==> src/rtl/iob_axi_wr_burst_split_pkg.sv <==
// Shared AXI constants and FSM state encoding for the write burst splitter.
package iob_axi_wr_burst_split_pkg;

    localparam int AXI_LEN_W = 8;
    localparam int AXI_4K_W  = 12;

    typedef enum logic [1:0] {
        ST_IDLE  = 2'd0,
        ST_CALC  = 2'd1,
        ST_BURST = 2'd2,
        ST_RESP  = 2'd3
    } state_t;

endpackage

==> src/rtl/iob_axi_burst_len.sv <==
// Combinational burst sizer: beats-1 = min(remaining, MAX_BURST, words left in the 4 KB page) - 1.
module iob_axi_burst_len
    import iob_axi_wr_burst_split_pkg::*;
#(
    parameter int ADDR_W    = 32,
    parameter int DATA_W    = 32,
    parameter int CNT_W     = 16,
    parameter int MAX_BURST = 256
) (
    input  logic [ADDR_W-1:0]    i_addr,
    input  logic [CNT_W-1:0]     i_remaining,
    output logic [AXI_LEN_W-1:0] o_len
);

    localparam int BYTES = DATA_W / 8;
    localparam int BSH   = $clog2(BYTES);
    // Wide enough for both the full word count and the 4096-byte page size.
    localparam int MW    = (CNT_W + 1 > AXI_4K_W + 2) ? CNT_W + 1 : AXI_4K_W + 2;

    logic [MW-1:0] w_rem;
    logic [MW-1:0] w_room;
    logic [MW-1:0] w_max;
    logic [MW-1:0] w_min1;
    logic [MW-1:0] w_beats;
    logic          w_unused;

    assign w_unused = ^i_addr[ADDR_W-1:AXI_4K_W];

    assign w_rem   = MW'(i_remaining);
    assign w_room  = ((MW'(1) << AXI_4K_W) - MW'(i_addr[AXI_4K_W-1:0])) >> BSH;
    assign w_max   = MW'(MAX_BURST);
    assign w_min1  = (w_rem < w_max) ? w_rem : w_max;
    assign w_beats = (w_min1 < w_room) ? w_min1 : w_room;
    assign o_len   = AXI_LEN_W'(w_beats - MW'(1));

endmodule

==> src/rtl/iob_axi_wr_burst_split.sv <==
// Splits one native write transfer into 4 KB-safe INCR bursts for the AXI4 write engine
// and merges the per-burst responses into a single transfer error.
module iob_axi_wr_burst_split
    import iob_axi_wr_burst_split_pkg::*;
#(
    parameter int ADDR_W    = 32,
    parameter int DATA_W    = 32,
    parameter int CNT_W     = 16,
    parameter int MAX_BURST = 256
) (
    input  logic                  clk,
    input  logic                  rst,
    input  logic                  start,
    input  logic [ADDR_W-1:0]     base_addr,
    input  logic [CNT_W-1:0]      nwords,
    output logic                  busy,
    output logic                  done,
    output logic                  error,
    input  logic                  in_valid,
    input  logic [DATA_W-1:0]     in_data,
    input  logic [DATA_W/8-1:0]   in_strb,
    output logic                  in_ready,
    output logic [AXI_LEN_W-1:0]  wr_length,
    input  logic                  wr_ready,
    input  logic                  wr_error,
    output logic                  wr_valid,
    output logic [ADDR_W-1:0]     wr_addr,
    output logic [DATA_W-1:0]     wr_wdata,
    output logic [DATA_W/8-1:0]   wr_wstrb,
    input  logic                  wr_sready
);

    localparam int BYTES = DATA_W / 8;
    localparam int BSH   = $clog2(BYTES);

    state_t                 r_state;
    state_t                 w_next;
    logic [ADDR_W-1:0]      r_addr;
    logic [CNT_W-1:0]       r_rem;
    logic [AXI_LEN_W-1:0]   r_beat;
    logic [AXI_LEN_W-1:0]   r_len;
    logic [ADDR_W-1:0]      r_wr_addr;
    logic                   r_err;
    logic                   r_done;
    logic                   r_resp_first;

    logic [AXI_LEN_W-1:0]   w_len;
    logic [AXI_LEN_W:0]     w_beats;
    logic                   w_xfer;
    logic                   w_last;
    logic                   w_resp_ok;

    iob_axi_burst_len #(
        .ADDR_W    (ADDR_W),
        .DATA_W    (DATA_W),
        .CNT_W     (CNT_W),
        .MAX_BURST (MAX_BURST)
    ) u_burst_len (
        .i_addr      (r_addr),
        .i_remaining (r_rem),
        .o_len       (w_len)
    );

    assign w_beats   = (AXI_LEN_W+1)'(r_len) + (AXI_LEN_W+1)'(1);
    assign w_xfer    = (r_state == ST_BURST) && in_valid && wr_sready;
    assign w_last    = (r_beat == r_len);
    // The engine drops wr_ready one cycle late, so the first RESP cycle is not a response.
    assign w_resp_ok = (r_state == ST_RESP) && !r_resp_first && wr_ready;

    assign wr_length = r_len;
    assign wr_addr   = r_wr_addr;
    assign wr_wdata  = in_data;
    assign wr_wstrb  = in_strb;
    assign done      = r_done;
    assign error     = r_err;

    always_ff @(posedge clk) begin
        if (rst) begin
            r_state <= ST_IDLE;
        end else begin
            r_state <= w_next;
        end
    end

    always_comb begin
        w_next = r_state;
        case (r_state)
            ST_IDLE:  if (start && (nwords != '0)) w_next = ST_CALC;
            ST_CALC:  if (wr_ready) w_next = ST_BURST;
            ST_BURST: if (w_xfer && w_last) w_next = ST_RESP;
            ST_RESP:  if (w_resp_ok) w_next = (r_rem != '0) ? ST_CALC : ST_IDLE;
            default:  w_next = ST_IDLE;
        endcase
    end

    always_comb begin
        busy     = (r_state != ST_IDLE);
        wr_valid = 1'b0;
        in_ready = 1'b0;
        if (r_state == ST_BURST) begin
            wr_valid = in_valid;
            in_ready = wr_sready;
        end
    end

    always_ff @(posedge clk) begin
        if (rst) begin
            r_addr       <= '0;
            r_rem        <= '0;
            r_beat       <= '0;
            r_len        <= '0;
            r_wr_addr    <= '0;
            r_err        <= 1'b0;
            r_done       <= 1'b0;
            r_resp_first <= 1'b0;
        end else begin
            r_done <= 1'b0;
            case (r_state)
                ST_IDLE: begin
                    if (start) begin
                        r_err <= 1'b0;
                        if (nwords == '0) begin
                            r_done <= 1'b1;
                        end else begin
                            r_addr <= base_addr & ~ADDR_W'(BYTES - 1);
                            r_rem  <= nwords;
                        end
                    end
                end
                ST_CALC: begin
                    r_len     <= w_len;
                    r_wr_addr <= r_addr;
                    r_beat    <= '0;
                end
                ST_BURST: begin
                    if (w_xfer) begin
                        if (w_last) begin
                            r_addr       <= r_addr + (ADDR_W'(w_beats) << BSH);
                            r_rem        <= r_rem - CNT_W'(w_beats);
                            r_resp_first <= 1'b1;
                        end else begin
                            r_beat <= r_beat + AXI_LEN_W'(1);
                        end
                    end
                end
                ST_RESP: begin
                    r_resp_first <= 1'b0;
                    if (w_resp_ok) begin
                        r_err <= r_err | wr_error;
                        if (r_rem == '0) r_done <= 1'b1;
                    end
                end
                default: ;
            endcase
        end
    end

endmodule
==> config.mk <==
export PLATFORM = sky130hd
export DESIGN_NAME = iob_axi_wr_burst_split
export DESIGN_NICKNAME = d
export VERILOG_FILES = /design/src/rtl/iob_axi_wr_burst_split_pkg.sv /design/src/rtl/iob_axi_burst_len.sv /design/src/rtl/iob_axi_wr_burst_split.sv
export SDC_FILE = /design/constraint.sdc
export NUM_CORES = 1
export LEC_CHECK = 0
export CAP_MARGIN = 40
export CELL_PAD_IN_SITES_DETAIL_PLACEMENT = 1
export CELL_PAD_IN_SITES_GLOBAL_PLACEMENT = 2
export CORE_MARGIN = 10
export CORE_UTILIZATION = 29
export DETAILED_ROUTE_END_ITERATION = 16
export PLACE_DENSITY_LB_ADDON = 0.1
export SETUP_SLACK_MARGIN = 0.02
export SLEW_MARGIN = 5
export SYNTH_ARGS = -nofsm -noshare
export SYNTH_HDL_FRONTEND = slang
export SYNTH_SLANG_ARGS = --single-unit
==> constraint.sdc <==
create_clock -name clk -period 4.6 [get_ports clk]
set_clock_uncertainty 0.15 [all_clocks]
set_input_delay 0.69 -clock clk [delete_from_list [all_inputs] [get_ports clk]]
set_output_delay 0.69 -clock clk [all_outputs]
set_load 0.005 [all_outputs]
* After elaboration in Yosys (flattened, before gate mapping) *
Index checks and enable logic that the tools add are counted.

storage, ports and cells
  bits of input ports = 91
  logic and storage cells = 87
  flip-flop bits (word level) = 101

operators by class
  add/subtract/negate cells = 6
  bitwise operators = 1
  muxes and demuxes = 34
  reduce and logical (&&, ||, !) cells = 22
  equality and inequality tests = 13
  magnitude comparators = 2

operators by type and width
  operator                                                      number
  2-to-1 mux 32 bit                                             4
  2-to-1 mux 16 bit                                             5
  case mux 32 bit (2 select lines)                              1
  adder 32 x 11 -> 32 bit                                       1
  logical NOT 16 bit                                            2
  case mux 16 bit (2 select lines)                              1
  nonzero test 16 bit                                           2
  2-to-1 mux 8 bit                                              3
  less-than comparator 16 x 15 -> 1 bit                         1
  less-than comparator 16 x 9 -> 1 bit (second input constant)  1
  inequality test 2 bit (second input constant)                 8
  case mux 8 bit (2 select lines)                               1
  subtractor 16 x 9 -> 16 bit                                   1
  subtractor 13 x 12 -> 14 bit (first input constant)           1
  2-to-1 mux 1 bit                                              11
  nonzero test 2 bit                                            5
  adder 8 x 1 -> 9 bit (second input constant)                  1
  AND reduction 3 bit                                           3
  adder 8 x 1 -> 8 bit (second input constant)                  1
  equality test 8 bit                                           1
  2-to-1 mux 2 bit                                              4
  case mux 2 bit (4 select lines)                               1
  subtractor 8 x 1 -> 8 bit (second input constant)             1
  logical AND 1 bit                                             6
  other kinds (9)                                               12

* Depth between registers and ports, before layout *
Gate-level depths: netlist (run 1).

  depth after elaboration = 6
  depth in mapped cells = 18
  gate-level depth less buffers = 17

* By module *
Synthesis (run 1) repeated with hierarchy kept, for this count alone.

second synthesis, totals
  cell total of the unflattened synthesis = 864
  area total of the unflattened synthesis = 6825.3 µm²

modules (own cells, without submodules)
  module                  seq. area each (µm²)  cells an instance  area each (µm²)  instances
  iob_axi_wr_burst_split  1941.9                748                5997.0           1
  iob_axi_burst_len       0.0                   116                828.3            1

* Worst setup path before layout (run 1) *
No wires, ideal clock.

  kind = reg-to-reg
  start point = register r_addr[5]
  end point = register r_len[6], in the netlist wr_length[6]
  stages on the path, launching flop included = 18
  data arrival time = 3.642 ns
  required time = 4.324 ns
  setup time = 0.126 ns
  slack = 0.683 ns
  buffers on the path = 2
  path through = dfxtp_1 > buf_2 > or4_1 > nor4_1 > nand3_1 > xnor2_1 > ha_1 > a211oi_1 > o211ai_1 > a21oi_1 > a21oi_1 > a21oi_1 > ha_1 > clkbuf_1 > o21ai_0 > xnor2_1 > a41oi_1 > o31ai_1

between the ends
  word-level cells in the longest chain between the ends = 4

ends and longest elaborated chain
  item                                   line                           source
  from (decl)                            iob_axi_wr_burst_split.sv:38   logic [ADDR_W-1:0] r_addr;
  from (signal assigned)                 iob_axi_wr_burst_split.sv:125  r_addr <= base_addr & ~ADDR_W'(BYTES - 1);
  from (signal assigned)                 iob_axi_wr_burst_split.sv:138  r_addr <= r_addr + (ADDR_W'(w_beats) << BSH);
  subtractor 13 x 12 -> 14 bit *         iob_axi_burst_len.sv:30        assign w_room = ((MW'(1) << AXI_4K_W) - MW'(i_addr[AXI_4K_W-1:0])) >> BSH;
  less-than comparator 16 x 15 -> 1 bit  iob_axi_burst_len.sv:33        assign w_beats = (w_min1 < w_room) ? w_min1 : w_room;
  2-to-1 mux 8 bit *                     iob_axi_burst_len.sv:33
  subtractor 8 x 1 -> 8 bit *            iob_axi_burst_len.sv:34        assign o_len = AXI_LEN_W'(w_beats - MW'(1));
  to (signal assigned)                   iob_axi_wr_burst_split.sv:131  r_len <= w_len;
  to (decl)                              iob_axi_wr_burst_split.sv:41   logic [AXI_LEN_W-1:0] r_len;

Mark *: on every way between the ends. The rest lies on a longest branch, timed or not.
A chain may end at the register's enable or synchronous reset.

* Final worst setup path (run 1) *
  start point = register r_addr[7]
  end point = register r_len[6], in the netlist wr_length[6]

Same word-level chain as after synthesis.

==> results.cfg, run 1 <==
[run_status]
status = completed

[place]
dp.cells = 1199
post-place-ws_ps = 343
routabilityCongestion = 0.840
dp_hpwl_um = 18600
placed_area_mm2 = 0.00796
portBuffers = 95

[floorplan]
fp.coreArea_mm2 = 0.0236
die_area_mm2 = 0.0307
die_w_um = 175
start_util_pct = 29.6
io_pins = 172
rows = 56
die_height_um = 175

[detailed_routing]
wirelength_um = 24600
drc_errors = 0
first_pass_iters = 4
vias = 6509
ant_nets = 0
wl_per_cell_um = 20.2
via_per_inst = 5.36
drt_iter0_markers = 266

[timing]
setup_violations = 0
hold_violations = 0
rsz0062_at_grt = false
timing.fmax_ghz = 0.240
worst_slack_ps = 437
post-route-period-util_pct = 90.5
slew_viol_final = 0
hold_ws_ps = 330
fin_tns_setup_ps = 0
relSlewSlack_pct = 43.5
finalCriticalPeriod_ps = 4160
worst_slew_pin_slew_ps = 847

[yosys]
synth_common_cells = 97 x dfxtp_1, 89 x nor2_1, 54 x nand2_1, 44 x mux2i_1, 39 x buf_4
synth.top_cell.area_share_pct = 27.8
synth_edf_count = 0
synth_top_flop_cell = dfxtp_1
yosys_register_bits = 97
async_flop_share_pct = 0
ys_warn_count = 0
avgSynthCellArea_um2 = 8.20
netlist_area_mm2 = 0.00700
synth_most_common_cell = dfxtp_1
yosysTopAreaCell = dfxtp_1
synthTopCellsByArea = dfxtp_1 28%, ha_1 6.6%, mux2i_1 6.3%
ys_types = 80
synth_cells = 853
yosysSeqAreaShare_pct = 27.8

[setup_path]
critical_path_class = flop to flop
reg2reg_setup_slack_ps = 440
r2r_end = wr_length[6]
r2r_cells = 15
endpoint_kind = flop
worstSetupStartpointType = flop
critPathRequiredTime_ps = 4690
cp_max_fo = 10
critPathLaunch = r_addr[7]
r2r-start = r_addr[7]
critPathArrivalTime_ps = 4260
crit_path_end = wr_length[6]

[finish]
final_nets = 1021
antenna_cells = 0
fin_area_mm2 = 0.00828
finalNonFillerCells = 1215
final_core_util_pct = 35.0
drive_gt1_share_pct = 6.58
syn2layout_area_growth_pct = 18.3

[clock_tree]
cts_buffers = 9
post_cts_buffers = 0
insertion_delay_ps = 360
cts_tree = yes
clock_path_buffers = 2
h-tree-depth = 3
cts_sinks = 97
clk_pin_slew_worst_paths_ps = 80
ctsResizeCount = 0
ctsRootBufferMaster = clkbuf_16
ctsHoldBuffers = 0

[pwr]
clkPwrFrac_pct = 13.5
comb_power_share_pct = 62.3
p_per_area_mw_per_mm2 = 736
intPower_mw = 3.12
power.total_mw = 6.09
leakage_nw = 3.00
ir_drop_v = 0.000242
switchingPower_mw = 2.98
swShare_pct = 48.8
seqPwrFrac_pct = 24.2

[grt]
grtUsageTotal_pct = 15.8
antenna_found_initial = 1
grt_pass1_wl_um = 39200
grt_max_degree = 71
grt_pass1_vias = 6868
grt_overflow = 0

[worst_hold_path]
hp-class = flop to flop
holdPathStages = 2

[run]
maxCapViolCount = 0
worst min path at each step:
stage | start | end | slack (ps)
2_1_floorplan | r_rem[14] | r_rem[14] | 300
4_1_cts | r_rem[14] | r_rem[14] | 330
5_1_grt | r_rem[14] | r_rem[14] | 360
6_report | r_rem[14] | r_rem[14] | 330
3_3_place_gp | r_rem[14] | r_rem[14] | 320
3_5_place_dp | r_rem[14] | r_rem[14] | 320
worst max-delay path, stage by stage, from the launching register on:
cell and delay (ps):
dfxtp_1 380, or4_1 620, nor4_1 330, nand3_1 150
xnor2_1 150, ha_1 310, a211oi_1 220, o211ai_1 150
a21o_1 270, o21ai_0 240, and2_1 170, ha_2 290
o21ai_0 150, xnor2_1 160, a41oi_1 210, o31ai_1 100
layer usage:
| metal | wire length, um | up-vias | track usage, % |
|---|---|---|---|
| met2 | 12100 | 99 | 27.4 |
| met5 | 13 | - | 0 |
| met3 | 868 | 36 | 3.67 |
| li1 | - | 3181 | - |
| met4 | 425 | 2 | 4.10 |
| met1 | 11100 | 3191 | 19.3 |
power groups by stage:
stage	Clock (mW)	Combinational (mW)	Sequential, mW
after CTS	0.857	3.83	1.48
after floorplan	0	2.82	1.34
after detailed placement	0	3.80	1.50
final	0.825	3.80	1.47
after global placement	0	3.70	1.48
after global routing	0.892	4.24	1.52
registers in the layout, indices dropped and copies added (netlist names):
signal	flops
done	1
error	1
r_addr	30
r_beat	8
r_rem	16
r_resp_first	1
r_state	2
wr_addr	30
wr_length	8
cells in the final DEF (no fill, tap or decap), types with 11 or more instances in the layout:
| cell | netlist | layout |
|---|---|---|
| dfxtp_1 | 97 | 97 |
| clkdlybuf4s50_1 | 0 | 94 |
| nor2_1 | 89 | 89 |
| nand2_1 | 54 | 54 |
| mux2i_1 | 44 | 44 |
| a21oi_1 | 37 | 37 |
| xnor2_1 | 36 | 36 |
| ha_1 | 37 | 34 |
| inv_1 | 33 | 33 |
| a211oi_1 | 28 | 28 |
| nor4_1 | 25 | 25 |
| nor3_1 | 25 | 25 |
| o21ai_0 | 24 | 24 |
| nand3_1 | 24 | 24 |
| and3_1 | 16 | 15 |
| nand4_1 | 14 | 14 |
| buf_4 | 39 | 14 |
| xor2_1 | 11 | 11 |
cells by family (layout without fill, tap and decap cells):
kind of cell	Yosys count	after routing	share of synthesized area, %
AND/OR/NAND/NOR	306	306	22.7
AO/OA/AOI/OAI	198	198	20.6
buffers and inverters	120	160	9.25
flip-flops	97	97	27.8
XOR/XNOR	47	47	5.88
multiplexers	45	45	6.51
adder cells (fa/ha/maj)	39	39	7.19
other	1	4	0.0536
final cells by class:
type	instances	area [um2]
fill	2822	15300
multi-input combinational	639	4430
sequential	97	1940
timing repair buffer	110	1070
tap	319	399
clock buffer	9	225
inverter	34	128
clock inverter	7	83.8
Note: power is estimated with default switching activity, not from simulation.
==> inputs of run 2 (changes only) <==
Settings changed: GPL_TIMING_DRIVEN set to 0.
==> run 2 against run 1 <==
Wire length grew 17%. Cell count grew 8.9%. Critical path depth grew 1. Sequential share of layout area shrank 2.0 points. Die area is the same. Hold slack gained 15 ps. Sequential cell count is the same. Register-to-register slack lost 60 ps. Utilization grew 3.3 points.
==> results.cfg, run 2 (same netlist as run 1, synthesis figures left out) <==
[floorplan]
io_pins = 172
fp.coreArea_mm2 = 0.0236
die_w_um = 175
rows = 56
die_area_mm2 = 0.0307
start_util_pct = 29.6
die_height_um = 175

[grt]
grt_max_degree = 18
grt_pass1_vias = 7221
antenna_found_initial = 0
grt_overflow = 0
grt_pass1_wl_um = 44300
grtUsageTotal_pct = 18.3

[clock_tree]
clk_pin_slew_worst_paths_ps = 80
ctsHoldBuffers = 0
clock_path_buffers = 2
cts_sinks = 97
cts_tree = yes
post_cts_buffers = 0
cts_buffers = 9
insertion_delay_ps = 360
h-tree-depth = 3
ctsRootBufferMaster = clkbuf_16

[pwr]
leakage_nw = 3.36
power.total_mw = 6.35
ir_drop_v = 0.000275
p_per_area_mw_per_mm2 = 702

[finish]
multi_input_comb_area_mm2 = 0.00444
nFillCells = 2854
layout_common_cells = 131 x clkdlybuf4s50_1, 97 x dfxtp_1, 89 x nor2_1, 54 x nand2_1, 44 x mux2i_1
layout_commonest_cell = clkdlybuf4s50_1
seqCellArea_mm2 = 0.00194
syn2layout_area_growth_pct = 29.3
drive_gt1_share_pct = 9.86
final_nets = 1129
antenna_cells = 0

[place]
dp_hpwl_um = 22600
post-place-ws_ps = -253
routabilityCongestion = 0.836
portBuffers = 131

[detailed_routing]
drt_iter0_markers = 410
first_pass_iters = 4
vias = 6883
ant_nets = 0
via_per_inst = 5.20
drc_errors = 0
wirelength_um = 28800
wl_per_cell_um = 21.8

[setup_path]
cp_max_fo = 10
critPathArrivalTime_ps = 4320
critPathRequiredTime_ps = 4690
worstSetupStartpointType = flop
endpoint_kind = flop
critical_path_class = flop to flop

[timing]
finalCriticalPeriod_ps = 4220
worst_slack_ps = 378
timing.fmax_ghz = 0.237
worst_slew_pin_slew_ps = 877
rsz0062_at_grt = false
post-route-period-util_pct = 91.8
slew_viol_final = 0
setup_violations = 0
relSlewSlack_pct = 41.5
hold_violations = 0

[run]
maxCapViolCount = 0

[run_status]
status = completed

[worst_hold_path]
hp-class = flop to flop
run 2: cell type report:
type                            instances  share of cell area (%)
Tap cell                              319                    4.41
Sequential cell                        97                    21.5
Multi-Input combinational cell        639                    49.1
Clock buffer                           10                    2.53
Clock inverter                          6                   0.539
Buffer                                 85                    5.71
Inverter                               34                    1.41
Timing Repair Buffer                  133                    14.8
run 2: what timing repair did:
action                                  in CTS  in global routing
endpoints found under the setup margin       3                  2
endpoints found under the hold margin        0                  0
resized for setup                            1                  7
run 2: critical path, stage by stage (launching register included):
cell	delay (ps)
dfxtp_1	320
buf_2	170
or4_1	580
nor4_2	230
nand3_1	130
xnor2_1	140
ha_1	310
a211oi_1	250
o211ai_1	240
a21o_1	310
o21ai_1	200
and2_1	150
ha_2	310
o21ai_0	150
xnor2_1	150
a41oi_1	210
o31ai_1	90
run 2: layer usage:
metal / share of wire, % / global-route usage [%]
met5: 0 / 0
met2: 50 / 32.3
met1: 46 / 23.0
met3: 3.6 / 3.07
met4: 0.71 / 3.04
run 2: final timing paths:
check	startpoint	to	slack (ps)	cells past startpoint
setup reg to reg	r_addr[5]	wr_length[6]	380	16
setup / recovery	r_addr[5]	wr_length[6]	380	16
hold / removal	wr_addr[4]	wr_addr[4]	340	2
hold reg to reg	wr_addr[4]	wr_addr[4]	340	2
run 2: stage by stage:
step	util (%)	area [um2]	TNS (ps)	cells	hold WS (ps)
after floorplan	-	7010	0	856	303
after global placement	36.9	8720	-358	1306	322
after detailed placement	37.0	8740	-419	1308	336
after CTS	38.2	9020	0	1323	344
after global routing	38.3	9040	0	1323	388
final	38.3	9040	0	1323	345
run 2: report_power, final:
group | switching [mW] | internal [mW]
logic | 2.45 | 1.69
registers | 0.350 | 1.09
clock network | 0.390 | 0.376
total | 3.19 | 3.16
